`src/rtl/alu_arbiter.sv`:
```
// alu_arbiter: shares one external combinational ALU between requesters A and B.
// A request in IDLE is granted immediately (gnt pulse, operands registered onto
// the ALU drive), the ALU result is captured at the end of EXEC, and the owner
// receives a done pulse in DONE. Ties are broken round-robin by default.
// Build macro ALU_ARB_FIXED_PRI_EN: A always wins simultaneous requests and the
// round-robin pointer is not built.
// Only DATA_W = 32 is supported.
module alu_arbiter #(
  parameter int DATA_W = 32
) (
  input  logic              clk_i,
  input  logic              reset_i,
  input  logic              req_a_i,
  input  logic              req_b_i,
  input  logic [2:0]        op_a_i,
  input  logic [2:0]        op_b_i,
  input  logic [DATA_W-1:0] in1_a_i,
  input  logic [DATA_W-1:0] in2_a_i,
  input  logic [DATA_W-1:0] in1_b_i,
  input  logic [DATA_W-1:0] in2_b_i,
  input  logic [4:0]        shamt_a_i,
  input  logic [4:0]        shamt_b_i,
  output logic              gnt_a_o,
  output logic              gnt_b_o,
  output logic [2:0]        alu_op_o,
  output logic [DATA_W-1:0] alu_in1_o,
  output logic [DATA_W-1:0] alu_in2_o,
  output logic [4:0]        alu_shamt_o,
  input  logic [DATA_W-1:0] alu_out_i,
  input  logic              alu_zero_i,
  output logic [DATA_W-1:0] result_o,
  output logic              zero_o,
  output logic              done_a_o,
  output logic              done_b_o,
  output logic              busy_o
);

  typedef enum logic [1:0] {
    IDLE = 2'd0,
    EXEC = 2'd1,
    DONE = 2'd2
  } state_e;

  state_e            state_q, state_d;
  logic              grantA, grantB;
  logic              tieWinA;
  logic              ownerB_q;
  logic [2:0]        aluOp_q;
  logic [DATA_W-1:0] aluIn1_q, aluIn2_q;
  logic [4:0]        aluShamt_q;
  logic [DATA_W-1:0] result_q;
  logic              zero_q;

`ifdef ALU_ARB_FIXED_PRI_EN
  // Fixed priority: requester A takes every tie, so no history is kept.
  assign tieWinA = 1'b1;
`else
  logic lastB_q;

  // Round-robin pointer remembers who was granted last; it starts at B so
  // that A wins the very first tie after reset.
  always_ff @(posedge clk_i) begin
    if (reset_i) begin
      lastB_q <= 1'b1;
    end else if (grantA) begin
      lastB_q <= 1'b0;
    end else if (grantB) begin
      lastB_q <= 1'b1;
    end
  end

  assign tieWinA = lastB_q;
`endif

  // Next-state and grant decision: grants only come from IDLE and are
  // suppressed while reset is high so reset beats any concurrent request.
  always_comb begin
    state_d = state_q;
    grantA  = 1'b0;
    grantB  = 1'b0;
    case (state_q)
      IDLE: begin
        if (!reset_i) begin
          if (req_a_i && req_b_i) begin
            grantA = tieWinA;
            grantB = !tieWinA;
          end else begin
            grantA = req_a_i;
            grantB = req_b_i;
          end
        end
        if (grantA || grantB) begin
          state_d = EXEC;
        end
      end
      EXEC:    state_d = DONE;
      DONE:    state_d = IDLE;
      default: state_d = IDLE;
    endcase
  end

  // State register plus the ALU drive, owner and result registers. The ALU
  // drive is loaded on a grant and held through EXEC; the result is captured
  // at the end of EXEC and held until the next capture.
  always_ff @(posedge clk_i) begin
    if (reset_i) begin
      state_q    <= IDLE;
      ownerB_q   <= 1'b0;
      aluOp_q    <= 3'd0;
      aluIn1_q   <= '0;
      aluIn2_q   <= '0;
      aluShamt_q <= 5'd0;
      result_q   <= '0;
      zero_q     <= 1'b0;
    end else begin
      state_q <= state_d;
      if (grantA) begin
        ownerB_q   <= 1'b0;
        aluOp_q    <= op_a_i;
        aluIn1_q   <= in1_a_i;
        aluIn2_q   <= in2_a_i;
        aluShamt_q <= shamt_a_i;
      end else if (grantB) begin
        ownerB_q   <= 1'b1;
        aluOp_q    <= op_b_i;
        aluIn1_q   <= in1_b_i;
        aluIn2_q   <= in2_b_i;
        aluShamt_q <= shamt_b_i;
      end
      if (state_q == EXEC) begin
        result_q <= alu_out_i;
        zero_q   <= alu_zero_i;
      end
    end
  end

  assign gnt_a_o     = grantA;
  assign gnt_b_o     = grantB;
  assign alu_op_o    = aluOp_q;
  assign alu_in1_o   = aluIn1_q;
  assign alu_in2_o   = aluIn2_q;
  assign alu_shamt_o = aluShamt_q;
  assign result_o    = result_q;
  assign zero_o      = zero_q;
  assign done_a_o    = (state_q == DONE) && !ownerB_q && !reset_i;
  assign done_b_o    = (state_q == DONE) && ownerB_q && !reset_i;
  assign busy_o      = (state_q != IDLE) && !reset_i;

endmodule

```
`config.mk`:
```
export PLATFORM = sky130hd
export DESIGN_NAME = alu_arbiter
export DESIGN_NICKNAME = d
export VERILOG_FILES = /design/src/rtl/alu_arbiter.sv
export SDC_FILE = /design/constraint.sdc
export NUM_CORES = 1
export LEC_CHECK = 0
export CAP_MARGIN = 20
export CORE_MARGIN = 1.5
export CORE_UTILIZATION = 42
export CTS_BUF_LIST = sky130_fd_sc_hd__clkbuf_16
export CTS_CLUSTER_DIAMETER = 60
export DETAILED_ROUTE_END_ITERATION = 10
export HOLD_SLACK_MARGIN = 0.02
export PLACE_DENSITY = 0.86
export SYNTH_ARGS = -nofsm -noshare
export SYNTH_HDL_FRONTEND = slang
export SYNTH_SLANG_ARGS = --single-unit
export TNS_END_PERCENT = 1
```
`constraint.sdc`:
```
create_clock -name clk_i -period 3.13 [get_ports clk_i]
set_input_delay 0.626 -clock clk_i [delete_from_list [all_inputs] [get_ports clk_i]]
set_output_delay 0.626 -clock clk_i [all_outputs]
set_load 0.05 [all_outputs]
```
## Yosys cells after proc, flatten, opt, wreduce, memory -nomap -nowiden

Index checks and enable logic that the tools add are counted.

- Register bits after elaboration: 109
- Bits in latches: 0
- Memory bits (writable): 0
- ROM bits: 0
- Input bits: 181
- Output and inout bits: 110
- Logic and storage cells: 46
- Memories kept: 0

- Add/sub/neg operators: 0
- $mul: 0
- Div/mod/pow operators: 0
- Order comparisons: 0
- Equality and inequality tests: 3
- Shift operators: 0
- Muxes and demuxes: 20
- Bitwise logic cells: 0
- Reductions and logical operators: 14

Operators by type and width:

| cell | number |
|---|---|
| 32-bit two-way mux | 4 |
| 1-bit two-way mux | 10 |
| 5-bit two-way mux | 2 |
| 1-bit logical AND | 6 |
| 3-bit two-way mux | 2 |
| 2-bit one-hot mux with 2 select lines | 1 |
| 2-bit nonzero test | 2 |
| 1-bit zero test | 3 |
| 2-bit by 1-bit equality test with 1-bit output, second input constant | 1 |
| 2-bit equality test, second input constant | 1 |
| 2-bit zero test | 1 |
| 2-bit two-way mux | 1 |
| 2-bit != test, second input constant | 1 |
| 2-bit OR reduction | 1 |
| 1-bit logical OR | 1 |

## Depth between registers and ports, before layout

- Depth in word-level cells: 7
- Depth in mapped cells: 6
- Mapped depth without buffers: 3

## Least setup slack after synthesis

OpenSTA, ideal clock, no wires.

- Kind: in2out
- Start: input port reset_i
- End: output port done_a_o
- Arrival: 2.442 ns
- Data required time: 2.504 ns
- Slack: 0.062 ns
- Stages on the path: 2
- Buffers on the path: 1
- Cell sequence: clkbuf_1 -> nor4b_1

- Cells in the longest elaborated chain, start to end: 2

Ends and longest elaborated chain:

| what | line | source |
|---|---|---|
| from (decl) | 12 | `input logic reset_i,` |
| 1-bit zero test | 145 | `assign done_a_o = (state_q == DONE) && !ownerB_q && !reset_i;` |
| 1-bit logical AND | 145 |  |
| to (decl) | 33 | `output logic done_a_o,` |

No other way between the ends.

## Worst setup path in the final report

- Start: input port reset_i
- End: output port gnt_b_o

- Cells in the longest elaborated chain, start to end: 3

Ends and longest elaborated chain:

| what | line | source |
|---|---|---|
| 1-bit two-way mux | 83 | `if (!reset_i) begin` |
| 1-bit two-way mux (2 in a row) | 81 | `case (state_q)` |
| to (decl) | 24 | `output logic gnt_b_o,` |

No other way between the ends. The select of a mux whose other input is x is not followed.

==> results.toml <==
[placed_design]
place_congestion = 0.8471
hpwlAfterDp_um = 12850
port_buffers = 290
dp.cells = 988

[worst_setup_path]
cp-start-kind = "primary input"
rr_worst_depth = 4
path_class = "primary input to primary output"
path_cells = "buf_4 -> buf_4 -> nor3_4 -> and3_1 -> buf_12"
worstPathRequired_ns = 2.50
cp-end-kind = "primary output"
critPathArrivalTime_ns = 1.89
critical_path.top_delay_family = "buffers and inverters"
critPathMaxStageDelay_ns = 0.39
slowest_stage = "buf_4"
cpMostUsedCell = "buf_4"
path_max_fanout = 44
crit_buf_inv = 3
cp_num_cells = 5

[clocking]
clock_latency_ns = 0.34
cts_sinks = 109
hold_buffers = 0
cts_buffers = 9
post_cts_buffers = 0
cts_buffer_depth = 2
cts_resized = 0
cts-root-buf = "clkbuf_16"
path_clk_slew_ns = 0.07
htree_levels = 3
cts_tree = "done"

[finish]
area_growth_pct = 58.06
fillers = 955
final_cells = 1001
final_core_util_pct = 68.68
antenna_cells = 0
drive_gt1_share_pct = 5.882
nets = 1012

[drt]
dr_total_vias = 6171
drt_wl_total_um = 19450
post-route-drc-count = 0
final_antenna_net_count = 0
first_iter_violations = 628
viasPerCell = 6.165
wire_per_inst_um = 19.43
drt_pass1_iterations = 7

[floorplan]
die_h_um = 114.9
coreArea_mm2 = 0.01211
io_pins = 291
start_util_pct = 43.45
die_area_mm2 = 0.01321
die_w_um = 114.9
rows = 40

[sta]
fin_skew_ns = 0.007267
layout_min_cycle_time_ns = 2.512
fin_crit_sh_pct = 80.25
slew_violations = 0
setup_viol = 0
worstMarginPinSlew_ns = 0.9030
timing.fmax_mhz = 398.1
whs_ns = 0.4534
fin_setup_tns_ns = 0
finalHoldViolations = 0
slew_headroom_pct = 39.80
rsz0062_at_grt = "no"

[global_route]
grt_start_max_net_pins = 104
antenna_found_initial = 0
grt_first_pass_wirelength_um = 29480
grt_pass1_vias = 5918
grt.overflow.total = 0
grtUsageTotal_pct = 27.73

[synth]
synth.avg_cell_area_um2 = 8.656
yosysWarnings = 0
ys_seq_elements = 109
syn_nets = 789
postSynthCellCount = 608
ys_seq_area_share_pct = 41.46
synthesis.area_mm2 = 0.005263
synth_cell_types = 26

[status]
outcome = "completed"

[pwr]
p_int_mw = 2.659
switching_power_mw = 1.414
leakage_nw = 2.719
power.density_mw_per_mm2 = 489.6
clockPowerShare_pct = 26.6
swShare_pct = 34.72
ir_drop_uv = 340.6
power_frac_comb_pct = 34.7
sequentialPowerShare_pct = 38.7

[run]
maxCapViolCount = 0

[worst_hold_path]
whs_path_depth = 2
hold_class = "flop to flop"
-- tightest hold or removal path, delay by kind of cell (launching register included) --
family / cells / cell delay (ns)
and+or+nand+nor: 1 / 0.05
DFF: 1 / 0.31
AOI/OAI and AO/OA: 1 / 0.05
-- cell type report --
cell class,instances,area [µm²],share of cell area [%]
Timing Repair Buffer,303,3058,36.76
Tap cell,168,210.2,2.527
Clock inverter,4,43.79,0.5265
Clock buffer,9,225.2,2.708
Multi-Input combinational cell,407,2595,31.20
Sequential cell,109,2182,26.23
Inverter,1,3.754,0.04513
-- cell usage in the layout (no fill, tap or decap), types with 2 or more instances in the layout --
| cell | instances |
|---|---|
| nor2_1 | 4 |
| nand2_1 | 67 |
| buf_12 | 6 |
| o31ai_2 | 9 |
| nand4_1 | 72 |
| dfxtp_1 | 109 |
| buf_4 | 12 |
| clkinv_2 | 2 |
| a311oi_1 | 72 |
| a21oi_1 | 105 |
| clkdlybuf4s50_1 | 284 |
| nor3_4 | 2 |
| clkbuf_16 | 9 |
| o31ai_1 | 63 |
-- routing by layer --
metal / track usage (%) / wire length, µm / vias up
met5: 0 / 0 / -
met4: 14.57 / 842 / 0
met3: 7.222 / 1914 / 83
met2: 47.86 / 9398 / 414
met1: 31.55 / 7293 / 2844
li1: - / - / 2830
-- power groups by stage --
stage | sequential (mW) | combinational, mW | clock (mW)
after floorplan | 1.99 | 0.473 | 0
after global placement | 1.60 | 1.38 | 0
after detailed placement | 1.60 | 1.41 | 0
after CTS | 1.57 | 1.41 | 1.10
after global routing | 1.59 | 1.49 | 1.15
final | 1.57 | 1.41 | 1.08
-- cell usage after synthesis --
library cell,count,area share [%]
a211oi_1,1,0.14
a21oi_1,105,10
a311oi_1,72,12
a31oi_1,1,0.12
and2_4,1,0.17
and3_1,1,0.12
buf_1,8,0.57
buf_2,21,2.0
buf_4,2,0.29
buf_6,16,3.4
clkbuf_1,44,3.1
dfxtp_1,109,41
inv_2,1,0.071
nand2_1,67,4.8
nand2b_1,2,0.24
nand4_1,72,8.6
nor2_1,4,0.29
nor2b_1,2,0.24
nor3_1,1,0.095
nor3_4,2,0.62
nor4b_1,1,0.17
nor4bb_1,1,0.19
o31ai_1,63,9.0
o31ai_2,9,2.1
or2_1,1,0.12
or3_1,1,0.12
-- final timing paths --
check | from | endpoint | slack, ns
worst max-delay path | reset_i | gnt_b_o | 0.62
worst min-delay path | result_o[23] | result_o[23] | 0.45
worst max register to register | state_q[1] | alu_in2_o[13] | 1.06
worst min register to register | result_o[23] | result_o[23] | 0.45
-- flip-flops by register name (all words and copies together), names as in the netlist --
register / count
alu_shamt_o: 5
lastB_q: 1
alu_op_o: 3
alu_in2_o: 32
state_q: 2
ownerB_q: 1
zero_o: 1
alu_in1_o: 32
result_o: 32
-- logic make-up after synthesis --
logic type             synth area share [%]
and+or+nand+nor                       15.69
DFF                                   41.46
AOI/OAI and AO/OA                     33.36
buffers and inverters                 9.486
-- through the flow --
step / cell area, µm² / setup WS, ns / power (mW)
after floorplan: 5263 / 0.06165 / 2.462
after global placement: 8049 / 0.6422 / 2.977
after detailed placement: 8049 / 0.5336 / 3.010
after CTS: 8318 / 0.6340 / 4.085
after global routing: 8318 / 0.5364 / 4.222
final: 8318 / 0.6182 / 4.073
(Power assumes the default switching activity.)
